===== src/rtl/vanilla_scoreboard_category_tracker_if.sv =====
// Event bundle feeding the scoreboard category tracker: issue, clear, dependency stall and stats clear.
// No latency of its own; every signal is a single-cycle strobe sampled on the tracker's clock.
// No backpressure: the tracker accepts every event in the cycle it is presented.
interface vanilla_scoreboard_category_tracker_if #(
    parameter int reg_addr_width_p = 5,
    parameter int cat_width_p      = 3
);
    logic                        issue_v_i;
    logic [reg_addr_width_p-1:0] issue_id_i;
    logic [cat_width_p-1:0]      issue_cat_i;
    logic                        clear_v_i;
    logic [reg_addr_width_p-1:0] clear_id_i;
    logic                        stall_dep_v_i;
    logic [reg_addr_width_p-1:0] stall_dep_id_i;
    logic                        clear_stats_i;

    modport master (
        output issue_v_i, issue_id_i, issue_cat_i,
        output clear_v_i, clear_id_i,
        output stall_dep_v_i, stall_dep_id_i,
        output clear_stats_i
    );

    modport slave (
        input issue_v_i, issue_id_i, issue_cat_i,
        input clear_v_i, clear_id_i,
        input stall_dep_v_i, stall_dep_id_i,
        input clear_stats_i
    );
endinterface


===== src/rtl/vanilla_scoreboard_category_tracker.sv =====
// Tracks pending long-latency register writes by category, attributes dependency stalls, flags protocol errors.
// Latency: one cycle; an event in cycle N is visible on the registered outputs in cycle N+1.
// No backpressure: every event is absorbed in its cycle; counters saturate instead of wrapping.
module vanilla_scoreboard_category_tracker #(
    parameter int  reg_els_p        = 32,
    parameter int  reg_addr_width_p = 5,
    parameter int  num_cat_p        = 8,
    parameter int  ignore_r0_p      = 1,
    parameter int  ctr_width_p      = 32,
    localparam int cat_width_lp     = (num_cat_p > 1) ? $clog2(num_cat_p) : 1
) (
    input  logic                               clk_i,
    input  logic                               reset_i,
    vanilla_scoreboard_category_tracker_if.slave ev,
    output logic [reg_els_p-1:0]               pending_o,
    output logic [reg_els_p*cat_width_lp-1:0]  cat_o,
    output logic [reg_addr_width_p:0]          outstanding_o,
    output logic [num_cat_p*ctr_width_p-1:0]   issue_cnt_o,
    output logic [num_cat_p*ctr_width_p-1:0]   stall_cnt_o,
    output logic [ctr_width_p-1:0]             stall_unattr_o,
    output logic                               err_double_issue_o,
    output logic                               err_spurious_clear_o
);
    logic                    issue_ok;
    logic                    clear_ok;
    logic                    same_reg;
    logic                    cat_ok;
    logic                    stall_hit;
    logic                    stall_cat_ok;
    logic [cat_width_lp-1:0] stall_cat;
    logic [reg_els_p-1:0]    pending_n;
    logic [reg_addr_width_p:0] pop_n;

    // Register 0 of the int file is hardwired, so its events are dropped before anything else sees them.
    assign issue_ok  = ev.issue_v_i & ~((ignore_r0_p != 0) && (ev.issue_id_i == '0));
    assign clear_ok  = ev.clear_v_i & ~((ignore_r0_p != 0) && (ev.clear_id_i == '0));
    assign same_reg  = clear_ok && (ev.clear_id_i == ev.issue_id_i);
    assign stall_hit = ev.stall_dep_v_i & pending_o[ev.stall_dep_id_i];
    assign stall_cat = cat_o[ev.stall_dep_id_i*cat_width_lp +: cat_width_lp];

    // Category indices past num_cat_p only exist when num_cat_p is not a power of two.
    // A pending register holding such a category is stalled on without bumping any counter.
    if (num_cat_p == (1 << cat_width_lp)) begin : g_cat_full
        assign cat_ok       = 1'b1;
        assign stall_cat_ok = 1'b1;
    end else begin : g_cat_part
        assign cat_ok       = (32'(ev.issue_cat_i) < num_cat_p);
        assign stall_cat_ok = (32'(stall_cat) < num_cat_p);
    end

    // Next pending vector: the clear retires the old write first, so a same-register issue wins.
    always_comb begin
        pending_n = pending_o;
        if (clear_ok) pending_n[ev.clear_id_i] = 1'b0;
        if (issue_ok) pending_n[ev.issue_id_i] = 1'b1;
    end

    // Population count of the next-state pending vector.
    always_comb begin
        pop_n = '0;
        for (int i = 0; i < reg_els_p; i++) begin
            pop_n = pop_n + (reg_addr_width_p+1)'(pending_n[i]);
        end
    end

    // Pending/category state and sticky protocol error flags.
    always_ff @(posedge clk_i) begin
        if (reset_i) begin
            pending_o            <= '0;
            cat_o                <= '0;
            outstanding_o        <= '0;
            err_double_issue_o   <= 1'b0;
            err_spurious_clear_o <= 1'b0;
        end else begin
            pending_o     <= pending_n;
            outstanding_o <= pop_n;
            if (issue_ok) begin
                cat_o[ev.issue_id_i*cat_width_lp +: cat_width_lp] <= ev.issue_cat_i;
            end
            if (clear_ok && !pending_o[ev.clear_id_i]) begin
                err_spurious_clear_o <= 1'b1;
            end
            if (issue_ok && ((pending_o[ev.issue_id_i] && !same_reg) || !cat_ok)) begin
                err_double_issue_o <= 1'b1;
            end
        end
    end

    // Saturating statistics counters; clear_stats_i overrides any same-cycle increment.
    always_ff @(posedge clk_i) begin
        if (reset_i || ev.clear_stats_i) begin
            issue_cnt_o    <= '0;
            stall_cnt_o    <= '0;
            stall_unattr_o <= '0;
        end else begin
            for (int k = 0; k < num_cat_p; k++) begin
                if (issue_ok && cat_ok && (ev.issue_cat_i == cat_width_lp'(k))
                    && !(&issue_cnt_o[k*ctr_width_p +: ctr_width_p])) begin
                    issue_cnt_o[k*ctr_width_p +: ctr_width_p] <=
                        issue_cnt_o[k*ctr_width_p +: ctr_width_p] + ctr_width_p'(1);
                end
                if (stall_hit && stall_cat_ok && (stall_cat == cat_width_lp'(k))
                    && !(&stall_cnt_o[k*ctr_width_p +: ctr_width_p])) begin
                    stall_cnt_o[k*ctr_width_p +: ctr_width_p] <=
                        stall_cnt_o[k*ctr_width_p +: ctr_width_p] + ctr_width_p'(1);
                end
            end
            if (ev.stall_dep_v_i && !stall_hit && !(&stall_unattr_o)) begin
                stall_unattr_o <= stall_unattr_o + ctr_width_p'(1);
            end
        end
    end
endmodule


===== src/flat_wrapper.sv =====
// flat-port wrapper written by rule: the top's interface ports become plain ports
module vanilla_scoreboard_category_tracker_flat 
#(
    parameter int  reg_els_p        = 32,
    parameter int  reg_addr_width_p = 5,
    parameter int  num_cat_p        = 8,
    parameter int  ignore_r0_p      = 1,
    parameter int  ctr_width_p      = 32,
    localparam int cat_width_lp     = (num_cat_p > 1) ? $clog2(num_cat_p) : 1
)
  (clk_i, reset_i, pending_o, cat_o, outstanding_o, issue_cnt_o, stall_cnt_o, stall_unattr_o, err_double_issue_o, err_spurious_clear_o, ev_issue_v_i, ev_issue_id_i, ev_issue_cat_i, ev_clear_v_i, ev_clear_id_i, ev_stall_dep_v_i, ev_stall_dep_id_i, ev_clear_stats_i);
  vanilla_scoreboard_category_tracker_if #(.reg_addr_width_p(reg_addr_width_p)) ev_i ();
  input  logic clk_i;
  input  logic reset_i;
  output logic [reg_els_p-1:0] pending_o;
  output logic [reg_els_p*cat_width_lp-1:0] cat_o;
  output logic [reg_addr_width_p:0] outstanding_o;
  output logic [num_cat_p*ctr_width_p-1:0] issue_cnt_o;
  output logic [num_cat_p*ctr_width_p-1:0] stall_cnt_o;
  output logic [ctr_width_p-1:0] stall_unattr_o;
  output logic err_double_issue_o;
  output logic err_spurious_clear_o;
  input wire logic [$bits(ev_i.issue_v_i)-1:0] ev_issue_v_i;
  input wire logic [$bits(ev_i.issue_id_i)-1:0] ev_issue_id_i;
  input wire logic [$bits(ev_i.issue_cat_i)-1:0] ev_issue_cat_i;
  input wire logic [$bits(ev_i.clear_v_i)-1:0] ev_clear_v_i;
  input wire logic [$bits(ev_i.clear_id_i)-1:0] ev_clear_id_i;
  input wire logic [$bits(ev_i.stall_dep_v_i)-1:0] ev_stall_dep_v_i;
  input wire logic [$bits(ev_i.stall_dep_id_i)-1:0] ev_stall_dep_id_i;
  input wire logic [$bits(ev_i.clear_stats_i)-1:0] ev_clear_stats_i;
  assign ev_i.issue_v_i = ev_issue_v_i;
  assign ev_i.issue_id_i = ev_issue_id_i;
  assign ev_i.issue_cat_i = ev_issue_cat_i;
  assign ev_i.clear_v_i = ev_clear_v_i;
  assign ev_i.clear_id_i = ev_clear_id_i;
  assign ev_i.stall_dep_v_i = ev_stall_dep_v_i;
  assign ev_i.stall_dep_id_i = ev_stall_dep_id_i;
  assign ev_i.clear_stats_i = ev_clear_stats_i;
  vanilla_scoreboard_category_tracker #(.reg_els_p(reg_els_p), .reg_addr_width_p(reg_addr_width_p), .num_cat_p(num_cat_p), .ignore_r0_p(ignore_r0_p), .ctr_width_p(ctr_width_p)) u_core (.clk_i(clk_i), .reset_i(reset_i), .ev(ev_i), .pending_o(pending_o), .cat_o(cat_o), .outstanding_o(outstanding_o), .issue_cnt_o(issue_cnt_o), .stall_cnt_o(stall_cnt_o), .stall_unattr_o(stall_unattr_o), .err_double_issue_o(err_double_issue_o), .err_spurious_clear_o(err_spurious_clear_o));
endmodule

===== config.mk =====
export PLATFORM = sky130hd
export DESIGN_NAME = vanilla_scoreboard_category_tracker_flat
export DESIGN_NICKNAME = d
export VERILOG_FILES = /design/src/rtl/vanilla_scoreboard_category_tracker_if.sv /design/src/rtl/vanilla_scoreboard_category_tracker.sv /design/src/flat_wrapper.sv
export SDC_FILE = /design/constraint.sdc
export NUM_CORES = 2
export LEC_CHECK = 0
export BUFFER_PORTS_ARGS = -buffer_cell sky130_fd_sc_hd__buf_2
export CORE_AREA = 4 4 274 276
export CTS_BUF_LIST = sky130_fd_sc_hd__clkbuf_16
export DETAILED_ROUTE_END_ITERATION = 8
export DIE_AREA = 0 0 278 280
export GPL_TIMING_DRIVEN = 0
export PLACE_DENSITY = 0.66
export SLEW_MARGIN = 20
export SYNTH_ARGS = -nofsm -noshare
export SYNTH_HDL_FRONTEND = slang
export SYNTH_SLANG_ARGS = --single-unit

===== constraint.sdc =====
create_clock -name clk_i -period 21.8 [get_ports clk_i]
set_input_delay 2.18 -clock clk_i [delete_from_list [all_inputs] [get_ports clk_i]]
set_output_delay 2.18 -clock clk_i [all_outputs]
set_load 0.02 [all_outputs]

==> results.md <==
Power and ir drop:
- The maximum vdd ir drop is 0.0600 mV.
- Overall power consumption after layout is estimated at 0.00270 W.
- The static leakage power is 15.8 nW.
- For this design the ratio of total power to cell area is 66.7 mW/mm^2.

Logic synthesis:
- The area of the mapped netlist is 0.0333 mm^2.
- The share of flip-flops with an asynchronous set or reset after synthesis is 0.
- Of all cell types, the one taking the most synthesized area is sky130_fd_sc_hd__dfxtp_1.
- The most used flip-flop cell after synthesis is sky130_fd_sc_hd__dfxtp_1.
- Synthesis inferred 680 register bits.
- The share of Yosys cell area claimed by the top area cell type is 0.409.
- By area the synthesized netlist is led by sky130_fd_sc_hd__dfxtp_1, sky130_fd_sc_hd__nor2_1, sky130_fd_sc_hd__nand2_1.
- The sequential fraction of the synthesis area is 0.409.
- The net count after synthesis is 4036.
- Counting distinct cell types in the post-synthesis netlist gives 69.
- During synthesis, Yosys emitted a total of 0 warnings.
- A synthesized cell averages 8.41 um^2.
- Synthesis handed over a netlist of 3956 instances.
- The count of flip-flops with a built-in enable after synthesis is 0.

Clock tree:
- No sink is reached through more buffers than the 3 on the longest clock path.
- The deepest level of the CTS H-tree is 3.
- The clock buffer count from CTS is 77.
- In this run, post-CTS hold repair placed 0 buffers.
- The later pin in the worst-skew pair is clocked with a latency of 640 ps.
- The setup fix buffers added after clock tree synthesis is 0.
- Counting every sink on the clock net gives 680.
- The CTS tree is done.
- The clock transition time at the flip-flop clock pins of the worst setup and hold paths is 60 ps.
- Post-CTS repair changed the size of 0 cells.
- The master cell of the clock root buffer is sky130_fd_sc_hd__clkbuf_16.

Detailed routing:
- In the routed layout, each cell is associated on average with a via count of 5.77.
- The routed wirelength normalized by instance count is 21.3 um.
- Once detail routing completed, the nets flagged for antenna violations numbered 0.
- The number of remaining DRC errors is 0.
- The detailed router placed 33200 vias in this run.
- For this run, the detailed router's first-pass iteration total came to 7.
- Summed over all layers, the routed wires come to 122000 um.
- The initial DRC count is 2687.

Finish:
- The area overhead of the layout relative to synthesis is 21.9%.
- The sequential cells in the finished layout cover a total of 0.0136 mm^2.
- Excluding fillers, the count of instances in the completed layout stands at 5759.
- Of the cells placed in the final design, the portion with a size suffix greater than 1 is 0.184.
- In the layout the commonest cells are sky130_fd_sc_hd__buf_2, sky130_fd_sc_hd__dfxtp_1, sky130_fd_sc_hd__nor2_1.
- The number of nets in the layout is 4817.
- The library cell used most frequently in the layout, excluding fill and tap cells, is sky130_fd_sc_hd__buf_2.
- Summing all multi-input logic gate instances after layout gives 0.0185 mm^2.
- The post-layout instance area is 0.0405 mm^2.
- The fill cell instance count of the final layout is 6839.

STA:
- The number of hold violations in the final report is 0.
- The time the worst path needs with I/O delays and setup is 10010 ps.
- The transition time at the pin with the least slew margin is 1190 ps.
- Derived from the worst setup path, the maximum achievable clock frequency is 0.0999 GHz.
- The final-report max-slew violation count came to 0.
- Hold timing on the final database bottoms out at a slack of 486 ps.
- The largest clock skew in the final design is 31.7 ps.
- The final sum of negative setup slack is 0 ps.
- Setup repair after global routing left no endpoint under its margin.
- The part of the cycle the worst path needs is 0.459.
- Setup violations remaining at the end of the flow were counted as 0.
- The relative slew slack is 0.210.

Worst setup path:
- The startpoint kind of the worst setup timing path is a primary input.
- In this design, the critical path's most frequently occurring cell is sky130_fd_sc_hd__fa_1.
- The largest single stage delay on the critical path is 600 ps.
- The critical path is of the primary input to register type.
- The slowest stage of the critical path is the sky130_fd_sc_hd__buf_1 cell.
- The nature of the critical path endpoint is a register.
- In this run the worst path has a maximum fanout of 10.
- The data required time at the worst endpoint is 22290 ps.
- The critical path data arrival time is 10500 ps.

Die:
- The effective utilization at floorplan is 0.458.
- For this design the top-level I/O count stands at 704.
- The number of cell rows is 99.
- The die is 280 um tall.
- After floorplanning, the core was sized to cover 0.0726 mm^2.
- The die footprint is 0.0778 mm^2.
- The die is 278 um wide.

Run status:
- The flow ran to the end, and the final reports show no timing, DRC or antenna violations.

GRT:
- The maximum number of pins on one net before global-route repair is 14.
- The initial antenna violation count is 6.
- The first-pass GRT wire length is 185000 um.
- The via count of the first global-routing pass is 30700.
- In the global route stage, overall resource usage came out at 0.298.
- Global routing finished with a remaining overflow of 0.

Placed design:
- The total placed instance area is 0.0380 mm^2.
- The final RePlAce weighted congestion is 0.985.
- The wire-length estimate of the detail-placed layout is 93200 um.
- Buffers placed on the I/O ports in this run total 699.
- After detailed placement, the design holds a cell count of 5616.

Run:
- The tool flagged a number of max-cap violations equal to 0.

Worst hold path:
- The tightest min-delay check is of the register to register type.
## worst paths after layout
path              slack [ps]                                        to                                      from  cells past startpoint
setup reg to reg       15950        u_core.outstanding_o[4]$_SDFF_PP0_            u_core.pending_o[0]$_SDFF_PP0_                     18
hold reg to reg          490  u_core.err_spurious_clear_o$_SDFFE_PP0P_  u_core.err_spurious_clear_o$_SDFFE_PP0P_                      2
hold / removal           490  u_core.err_spurious_clear_o$_SDFFE_PP0P_  u_core.err_spurious_clear_o$_SDFFE_PP0P_                      2
setup / recovery       11790        u_core.outstanding_o[4]$_SDFF_PP0_                          ev_issue_id_i[1]                     29
## worst max-delay path, delay by kind of cell
| family | cells | cell delay [ps] |
|---|---|---|
| AOI/OAI and AO/OA | 3 | 440 |
| xor gates and xnor gates | 1 | 140 |
| adders and majority gates | 10 | 4490 |
| buffers and inverters | 12 | 2840 |
| and+or+nand+nor | 3 | 400 |
## logic make-up (layout without fill, tap and decap cells)
family                     after synthesis  in the layout  synth area share
adders and majority gates               56             56            0.0265
other                                    0              1                 0
xor gates and xnor gates               254            254            0.0669
AOI/OAI and AO/OA                      643            643             0.110
and+or+nand+nor                       1851           1851             0.284
DFF                                    680            680             0.409
muxes                                  178            178            0.0668
buffers and inverters                  294           1137            0.0357
## cell usage after synthesis (all sizes together) (51+ instances only)
cell type and n:
nor3 62, nand4 133, xnor2 102, nor2 446, and4 58, nand2 374, a21oi 277, or3 217
xor2 152, nor4 51, or4 63, nand3 227, o31ai 52, inv 92, clkbuf 177, o21ai 215
mux2i 140, dfxtp 680, and3 98
## flip-flops by register name (all words and copies together), names as in the netlist
register	cells
u_core.pending_o	32
u_core.err_spurious_clear_o	1
u_core.stall_unattr_o	32
u_core.err_double_issue_o	1
u_core.stall_cnt_o	256
u_core.cat_o	96
u_core.issue_cnt_o	256
u_core.outstanding_o	6
## through the flow
| stage | worst slack [ps] | util |
|---|---|---|
| after floorplan | 12650 | - |
| after global placement | 11300 | 0.523 |
| after detailed placement | 11300 | 0.523 |
| after CTS | 11930 | 0.558 |
| after global routing | 11410 | 0.559 |
| final | 11790 | 0.559 |
## where the power goes
| part | internal, W | switching (W) |
|---|---|---|
| clock | 0.000766 | 0.000548 |
| sequential | 0.00125 | 0.00000379 |
| combinational | 0.0000367 | 0.000102 |
| total | 0.00205 | 0.000654 |
## final cells by class
type,instances,share of cell area
well taps,959,0.0296
clock buffers,77,0.0475
clock inverters,64,0.0149
diodes,1,0.0000617
flip-flops and latches,680,0.336
inverters,92,0.00852
repair buffers,702,0.0870
plain buffers,202,0.0208
multi-input cells,2982,0.456
## metal layers
metal,global-route usage,vias to the layer above,part of all wire
met5,0,-,0.00048
met4,0.129,8,0.049
met3,0.0689,292,0.083
met2,0.495,1358,0.47
met1,0.374,15800,0.40
li1,-,15700,-
(Power assumes the default switching activity.)
